[src/rtl/video_timing_pkg.sv]
// Video raster timing: shared types and constants.
// Horizontal defaults plus per-mode vertical timing tables.
package video_timing_pkg;

  typedef struct packed {
    logic [8:0] active;
    logic [8:0] fp;
    logic [8:0] sync;
    logic [8:0] bp;
    logic [8:0] total;
  } vtiming_t;

  localparam int H_ACTIVE_D = 320;
  localparam int H_FP_D     = 14;
  localparam int H_SYNC_D   = 32;
  localparam int H_BP_D     = 60;
  localparam int H_TOTAL    =
    H_ACTIVE_D + H_FP_D + H_SYNC_D + H_BP_D;

  localparam vtiming_t V_NTSC = '{
    active: 9'd240, fp: 9'd3, sync: 9'd3,
    bp: 9'd16, total: 9'd262
  };

  localparam vtiming_t V_PAL = '{
    active: 9'd288, fp: 9'd3, sync: 9'd3,
    bp: 9'd18, total: 9'd312
  };

  function automatic vtiming_t vtiming(
    input logic pal
  );
    return pal ? V_PAL : V_NTSC;
  endfunction

  function automatic logic [8:0] vtotal(
    input logic pal
  );
    vtiming_t t;
    t = vtiming(pal);
    return t.total;
  endfunction

  function automatic logic [8:0] vactive(
    input logic pal
  );
    vtiming_t t;
    t = vtiming(pal);
    return t.active;
  endfunction

  function automatic logic [8:0] vsync_start(
    input logic pal
  );
    vtiming_t t;
    t = vtiming(pal);
    return t.active + t.fp;
  endfunction

  function automatic logic [8:0] vsync_end(
    input logic pal
  );
    vtiming_t t;
    t = vtiming(pal);
    return t.active + t.fp + t.sync;
  endfunction

endpackage

[src/rtl/video_timing_gen_axis.sv]
// One raster axis: wrapping counter with blank/sync decode.
// wrap is combinational so the next axis steps on the same edge.
module timing_axis (
  input  logic       clk,
  input  logic       reset,
  input  logic       advance,
  input  logic [8:0] total,
  input  logic [8:0] active,
  input  logic [8:0] sync_start,
  input  logic [8:0] sync_end,
  output logic [8:0] count,
  output logic       blank,
  output logic       sync,
  output logic       wrap
);

  logic [8:0] nxt;

  // >= also pulls an out-of-range count back to zero
  assign wrap = advance && (count >= total - 9'd1);

  // next count, so decodes match the presented value
  always_comb begin
    nxt = count;
    if (advance)
      nxt = wrap ? 9'd0 : count + 9'd1;
  end

  // counter and decoded outputs step together
  always_ff @(posedge clk) begin
    if (reset) begin
      count <= 9'd0;
      blank <= 1'b0;
      sync  <= 1'b0;
    end else if (advance) begin
      count <= nxt;
      blank <= nxt >= active;
      sync  <= (nxt >= sync_start) &&
               (nxt < sync_end);
    end
  end

endmodule

[src/rtl/video_timing_gen.sv]
// Raster timing generator for 240p/288p.
// Mode is latched only at frame wrap, so frames never tear.
module video_timing_gen
  import video_timing_pkg::*;
#(
  parameter int CE_DIV   = 4,
  parameter int H_ACTIVE = H_ACTIVE_D,
  parameter int H_FP     = H_FP_D,
  parameter int H_SYNC   = H_SYNC_D,
  parameter int H_BP     = H_BP_D
) (
  input  logic       clk,
  input  logic       reset,
  input  logic       mode_pal,
  output logic       ce_pix,
  output logic [8:0] hcount,
  output logic [8:0] vcount,
  output logic       h_blank,
  output logic       v_blank,
  output logic       h_sync,
  output logic       v_sync,
  output logic       line_start,
  output logic       frame_start,
  output logic       mode_active
);

  localparam int H_TOT =
    H_ACTIVE + H_FP + H_SYNC + H_BP;
  localparam int DW = $clog2(CE_DIV);

  logic [DW-1:0] div;
  logic          adv;
  logic          h_wrap;
  logic          v_wrap;

  assign adv = (div == DW'(CE_DIV - 1));

  // pixel divider; ce_pix rises with the counter step
  always_ff @(posedge clk) begin
    if (reset) begin
      div    <= '0;
      ce_pix <= 1'b0;
    end else begin
      div    <= adv ? '0 : div + DW'(1);
      ce_pix <= adv;
    end
  end

  timing_axis u_h (
    .clk        (clk),
    .reset      (reset),
    .advance    (adv),
    .total      (9'(H_TOT)),
    .active     (9'(H_ACTIVE)),
    .sync_start (9'(H_ACTIVE + H_FP)),
    .sync_end   (9'(H_ACTIVE + H_FP + H_SYNC)),
    .count      (hcount),
    .blank      (h_blank),
    .sync       (h_sync),
    .wrap       (h_wrap)
  );

  timing_axis u_v (
    .clk        (clk),
    .reset      (reset),
    .advance    (h_wrap),
    .total      (vtotal(mode_active)),
    .active     (vactive(mode_active)),
    .sync_start (vsync_start(mode_active)),
    .sync_end   (vsync_end(mode_active)),
    .count      (vcount),
    .blank      (v_blank),
    .sync       (v_sync),
    .wrap       (v_wrap)
  );

  // strobes and the mode latch, all on the wrap edge
  always_ff @(posedge clk) begin
    if (reset) begin
      line_start  <= 1'b0;
      frame_start <= 1'b0;
      mode_active <= mode_pal;
    end else begin
      line_start  <= h_wrap;
      frame_start <= v_wrap;
      if (v_wrap)
        mode_active <= mode_pal;
    end
  end

endmodule

[config.mk]
export PLATFORM = sky130hd
export DESIGN_NAME = video_timing_gen
export DESIGN_NICKNAME = d
export VERILOG_FILES = /design/src/rtl/video_timing_pkg.sv /design/src/rtl/video_timing_gen_axis.sv /design/src/rtl/video_timing_gen.sv
export SDC_FILE = /design/constraint.sdc
export NUM_CORES = 1
export LEC_CHECK = 0
export BUFFER_PORTS_ARGS = -buffer_cell sky130_fd_sc_hd__buf_4
export CAP_MARGIN = 20
export CORE_MARGIN = 1
export CORE_UTILIZATION = 41
export DETAILED_ROUTE_END_ITERATION = 8
export PLACE_DENSITY = 0.7
export SLEW_MARGIN = 20
export SYNTH_ARGS = -nofsm -noshare
export SYNTH_HDL_FRONTEND = slang
export SYNTH_SLANG_ARGS = --single-unit
[constraint.sdc]
create_clock -name clk -period 3.3 [get_ports clk]
set_input_delay 0.33 -clock clk [delete_from_list [all_inputs] [get_ports clk]]
set_output_delay 0.33 -clock clk [all_outputs]
set_load 0.01 [all_outputs]
Yosys cells after proc, flatten, opt, wreduce, memory -nomap -nowiden
Cells that the tools add are included.
- add/subtract/negate cells: 6
- magnitude comparators: 8
- eq/ne operators: 1
- mux-type cells: 7
- reduce and logical (&&, ||, !) cells: 6
- operators by type and width (kind ; count):
    2-to-1 mux 45 bit ; 1
    2-to-1 mux 9 bit ; 4
    >= comparator 9 bit ; 3
    >= comparator 9 bit (second input constant) ; 3
    adder 9 x 1 -> 9 bit (second input constant) ; 2
    adder 9 bit ; 2
    less-than comparator 9 bit ; 1
    less-than comparator 9 bit (second input constant) ; 1
    subtractor 9 x 1 -> 9 bit (second input constant) ; 1
    logical AND 1 bit ; 4
    adder 2 x 1 -> 2 bit (second input constant) ; 1
    equality test 2 bit (second input constant) ; 1
    2-to-1 mux 1 bit ; 2
    nonzero test 2 bit ; 1
    OR reduction 2 bit ; 1
- register bits after elaboration: 28
- input bits: 3
- output and inout port bits: 26
- word-level logic and storage cells: 39

Depth between registers and ports, before layout
- word-level depth: 8
- depth in mapped cells: 16
- gate-level depth less buffers: 15

Cells and area by module
From an unflattened synthesis, not the netlist that was laid out.
- cells, all modules: 409
- area, all modules: 3290.7 µm²
- by module, submodules not included (module ; times used ; cells an instance ; area an instance (µm²) ; sequential area each (µm²)):
    timing_axis at u_v ; 1 ; 197 ; 1576.5 ; 220.2
    timing_axis at u_h ; 1 ; 196 ; 1517.7 ; 220.2
    video_timing_gen ; 1 ; 16 ; 196.4 ; 130.1

Worst setup path before layout
OpenSTA, ideal clock, no wires.
- kind: reg-to-reg
- start point: register u_h.count[1]
- end point: register u_v.sync
- data arrival time: 2966 ps
- data required time: 3225 ps
- path slack: 259 ps
- cell stages (with the launch flop): 17
- buffers on the path: 1
- clock period less this slack: 3041 ps
- cell sequence: dfxtp_1 > inv_1 > ha_1 > or4_4 > a31oi_4 > or2b_4 > buf_4 > nor3_1 > xnor2_1 > nor2_1 > ha_1 > a21o_1 > a21oi_1 > nand2_1 > nor3_1 > nand4_1 > o22ai_1
- cells in the longest elaborated chain, start to end: 7
- ends and longest elaborated chain (what ; line ; text):
    from (decl) ; video_timing_gen_axis.sv:11 ; output logic [8:0] count,
    from (signal assigned) ; video_timing_gen_axis.sv:36 ; count <= nxt;
    >= comparator 9 bit (*) ; video_timing_gen_axis.sv:20 ; assign wrap = advance && (count >= total - 9'd1);
    logical AND 1 bit (*) ; video_timing_gen_axis.sv:20 ;
    logical AND 1 bit ; video_timing_gen_axis.sv:20 ;
    2-to-1 mux 9 bit ; video_timing_gen_axis.sv:26 ; nxt = wrap ? 9'd0 : count + 9'd1;
    2-to-1 mux 9 bit (*) ; video_timing_gen_axis.sv:25 ; if (advance)
    net u_v.nxt[7] ; video_timing_gen_axis.sv:17 ; logic [8:0] nxt;
    >= comparator 9 bit or less-than comparator 9 bit (tied branches) ; video_timing_gen_axis.sv:38, video_timing_gen_axis.sv:39 ;
    logical AND 1 bit (*) ; video_timing_gen_axis.sv:38 ; sync <= (nxt >= sync_start) &&
    to (signal assigned) ; video_timing_gen_axis.sv:38 ;
    to (decl) ; video_timing_gen_axis.sv:13 ; output logic sync,
The timed path passes the listed nets; every way through them passes the cells marked *.
A chain may end at the register's enable or synchronous reset.

Worst setup path after layout
- start point: register u_h.count[0]
- end point: register u_v.blank
- cells in the longest elaborated chain, start to end: 6
- ends and longest elaborated chain (what ; line ; text):
    >= comparator 9 bit (*) ; video_timing_gen_axis.sv:20 ;
    logical AND 1 bit (*) ; video_timing_gen_axis.sv:20 ;
    logical AND 1 bit ; video_timing_gen_axis.sv:20 ;
    2-to-1 mux 9 bit ; video_timing_gen_axis.sv:26 ;
    2-to-1 mux 9 bit (*) ; video_timing_gen_axis.sv:25 ;
    net u_v.nxt[8] ; video_timing_gen_axis.sv:17 ;
    >= comparator 9 bit (*) ; video_timing_gen_axis.sv:37 ; blank <= nxt >= active;
    to (signal assigned) ; video_timing_gen_axis.sv:37 ;
    to (decl) ; video_timing_gen_axis.sv:12 ; output logic blank,
Marked as above.

==> results.ini <==
[routing]
via_count = 1474
drt_iter0_drc = 86
drc = 0
wl_met3_um = 137
drt_wl_total_mm = 3.66
topRoutingLayerUsed = met4
wl_per_cell_um = 13.2
dr.pass1.iters = 4
wl_met1_mm = 1.99
via_per_inst = 5.32
dr_wl_met2_mm = 1.47
final_antenna_net_count = 0

[power]
leakage_nw = 0.820
ir_worst_vdd_mv = 0.138
finalPower_mw = 0.589
pwr_density_cell_nw_per_um2 = 301

[sta]
period_needed_ns = 3.01
holdWs_ns = 0.223
setup_tns_ns = 0
fin_crit_sh_pct = 91.2
clock.fmax_mhz = 332
setup_viol = 0
hold_violations = 0
rsz0062_at_grt = false
fin_skew_ns = 0.00257
max_slew.worst_pin.slew_ns = 0.450
slew_violations = 0
slew-limit-headroom_pct = 69.9

[synthesis]
synth_area_leaders = dfxtp_1 33%, ha_1 9.0%, nor2_1 8.4%, xnor2_1 3.7%, o21ai_0 3.0%
synth.top_cell.area_share_pct = 32.5
synth_top_area_cell = dfxtp_1
seq_area_frac_synth_pct = 34.3
ys.flop_type = dfxtp_1
synthCells = 204
yosysWarningCount = 0
syn_area_per_cell_um2 = 8.15
syn_nets = 219
ys_seq_elements = 28
yosys.cell_types.count = 49
async_flop_share_pct = 0
synth_area_um2 = 1660
synth-edff-count = 1

[layout]
nets = 245
drive_above_1_share_pct = 19.7
fin_area_um2 = 1960
antenna_cells = 0
final_cell_mix = 37 x nor2_1, 31 x buf_4, 27 x dfxtp_1
area_growth_pct = 17.8
final_common_cell = nor2_1
fill_cells = 361

[clock_tree]
cts_num_sinks = 28
cts_tree = built
cts-root-buf = clkbuf_8
htreeDepth = 1
worst_setup_hold_path_clk_slew_ns = 0.10
postCtsSetupRepairBufs = 0
worst_skew_pair.late_latency_ns = 0.28
postCtsHoldBufs = 0
ctsLongestPathBuffers = 2
cts_buffers = 3
post_cts_resized = 0

[placed_design]
post_dp_cell_area_um2 = 1910
port_buffers = 28
routabilityCongestion = 0.905
dpl.hpwl_mm = 2.76

[floorplanning]
num_rows = 22
fp.dieArea_um2 = 4310
fp.coreArea_um2 = 3770
start_util_pct = 44.1
io_pins = 29
fp.dieW_um = 65.7
die_h_um = 65.7

[worst_setup_path]
crit_type = flip-flop to flip-flop
reg2reg_depth = 11
cp-end-kind = flip-flop
critPathMaxFanout = 13
cp.arrival_ns = 3.19
worstSetupStartpointType = flip-flop
worstPathRequired_ns = 3.49
r2r_start = u_h.count[0]
crit_start = u_h.count[0]

[grt]
grt_pass1_wl_mm = 6.22
grt_pass1_vias = 1325
grt.overflow.total = 0
grt_antenna_before_repair = 0
gr-usage-all-layers_pct = 18.9
grt_max_degree = 18

[hold_path]
hold_class = input pin to flip-flop
hold_depth = 1
hp-start = mode_pal

[job]
cap_violations = 0

[status]
outcome = complete, no violations

==> power by group <==
group / total [mW] / internal (mW) / switching [mW]
sequential: 0.350 / 0.345 / 0.00467
clock: 0.197 / 0.0868 / 0.110
combinational: 0.0419 / 0.0171 / 0.0248
total: 0.589 / 0.449 / 0.140
==> area by class of cell <==
type | count | area, µm² | share of cell area [%]
tap | 48 | 60.1 | 3.07
clock buffer | 4 | 45.0 | 2.30
inverter | 8 | 30.0 | 1.53
timing repair buffer | 31 | 233 | 11.9
multi-input combinational | 158 | 1020 | 52.1
sequential | 28 | 571 | 29.1
==> registers in the layout (all words and copies together) (netlist names) <==
name	cells
u_h.sync	1
u_h.blank	1
line_start	1
u_v.sync	1
div	2
u_v.count	9
u_v.blank	1
frame_start	1
ce_pix	1
mode_active	1
u_h.count	9
==> worst max-delay path: stages, from the launching register on <==
cell	delay (ns)
dfxtp_1	0.41
ha_1	0.23
or4_4	0.43
a31oi_4	0.23
or2b_4	0.24
nor2_1	0.10
a31oi_1	0.25
nor2_1	0.08
ha_1	0.31
nand3_1	0.11
o311a_1	0.34
nor4_1	0.18
==> metrics by stage <==
step	util [%]	instances	setup WS, ns
CTS	51.8	277	0.248
global placement	50.6	273	0.357
global route	51.9	277	0.0514
finish	51.9	277	0.292
detailed placement	50.6	273	0.261
floorplan	-	204	0.259
==> routing by layer <==
metal  vias to the layer above  global-route usage, %
met5                         -                      0
li1                        766                      -
met4                         0                   7.34
met1                       675                   28.9
met2                        28                   26.4
met3                         5                   2.08
==> cells by family after synthesis <==
logic type | after synthesis | synth area share, %
AND/OR/NAND/NOR | 90 | 26.3
adder cells (fa/ha/maj) | 12 | 9.03
AO/OA/AOI/OAI | 41 | 17.2
buffers and inverters | 18 | 4.59
XOR/XNOR | 12 | 6.77
flip-flops | 28 | 34.3
multiplexers | 3 | 1.88
==> worst paths after layout <==
check	slack [ns]	end
max reg2reg	0.29	u_v.blank
min	0.22	mode_active
max	0.29	u_v.blank
min reg2reg	0.43	div[0]
==> synthesized netlist by cell type, types with 3 or more instances <==
cell	number
nand3_1	8
nor3_1	9
buf_2	4
a21o_1	4
nand2_1	13
clkbuf_1	5
ha_1	12
xnor2_1	7
inv_1	8
a21oi_1	9
o21ai_0	10
dfxtp_1	27
xor2_1	4
nor2_1	37
nand4_1	3
and3_1	3
(Power assumes the default switching activity.)
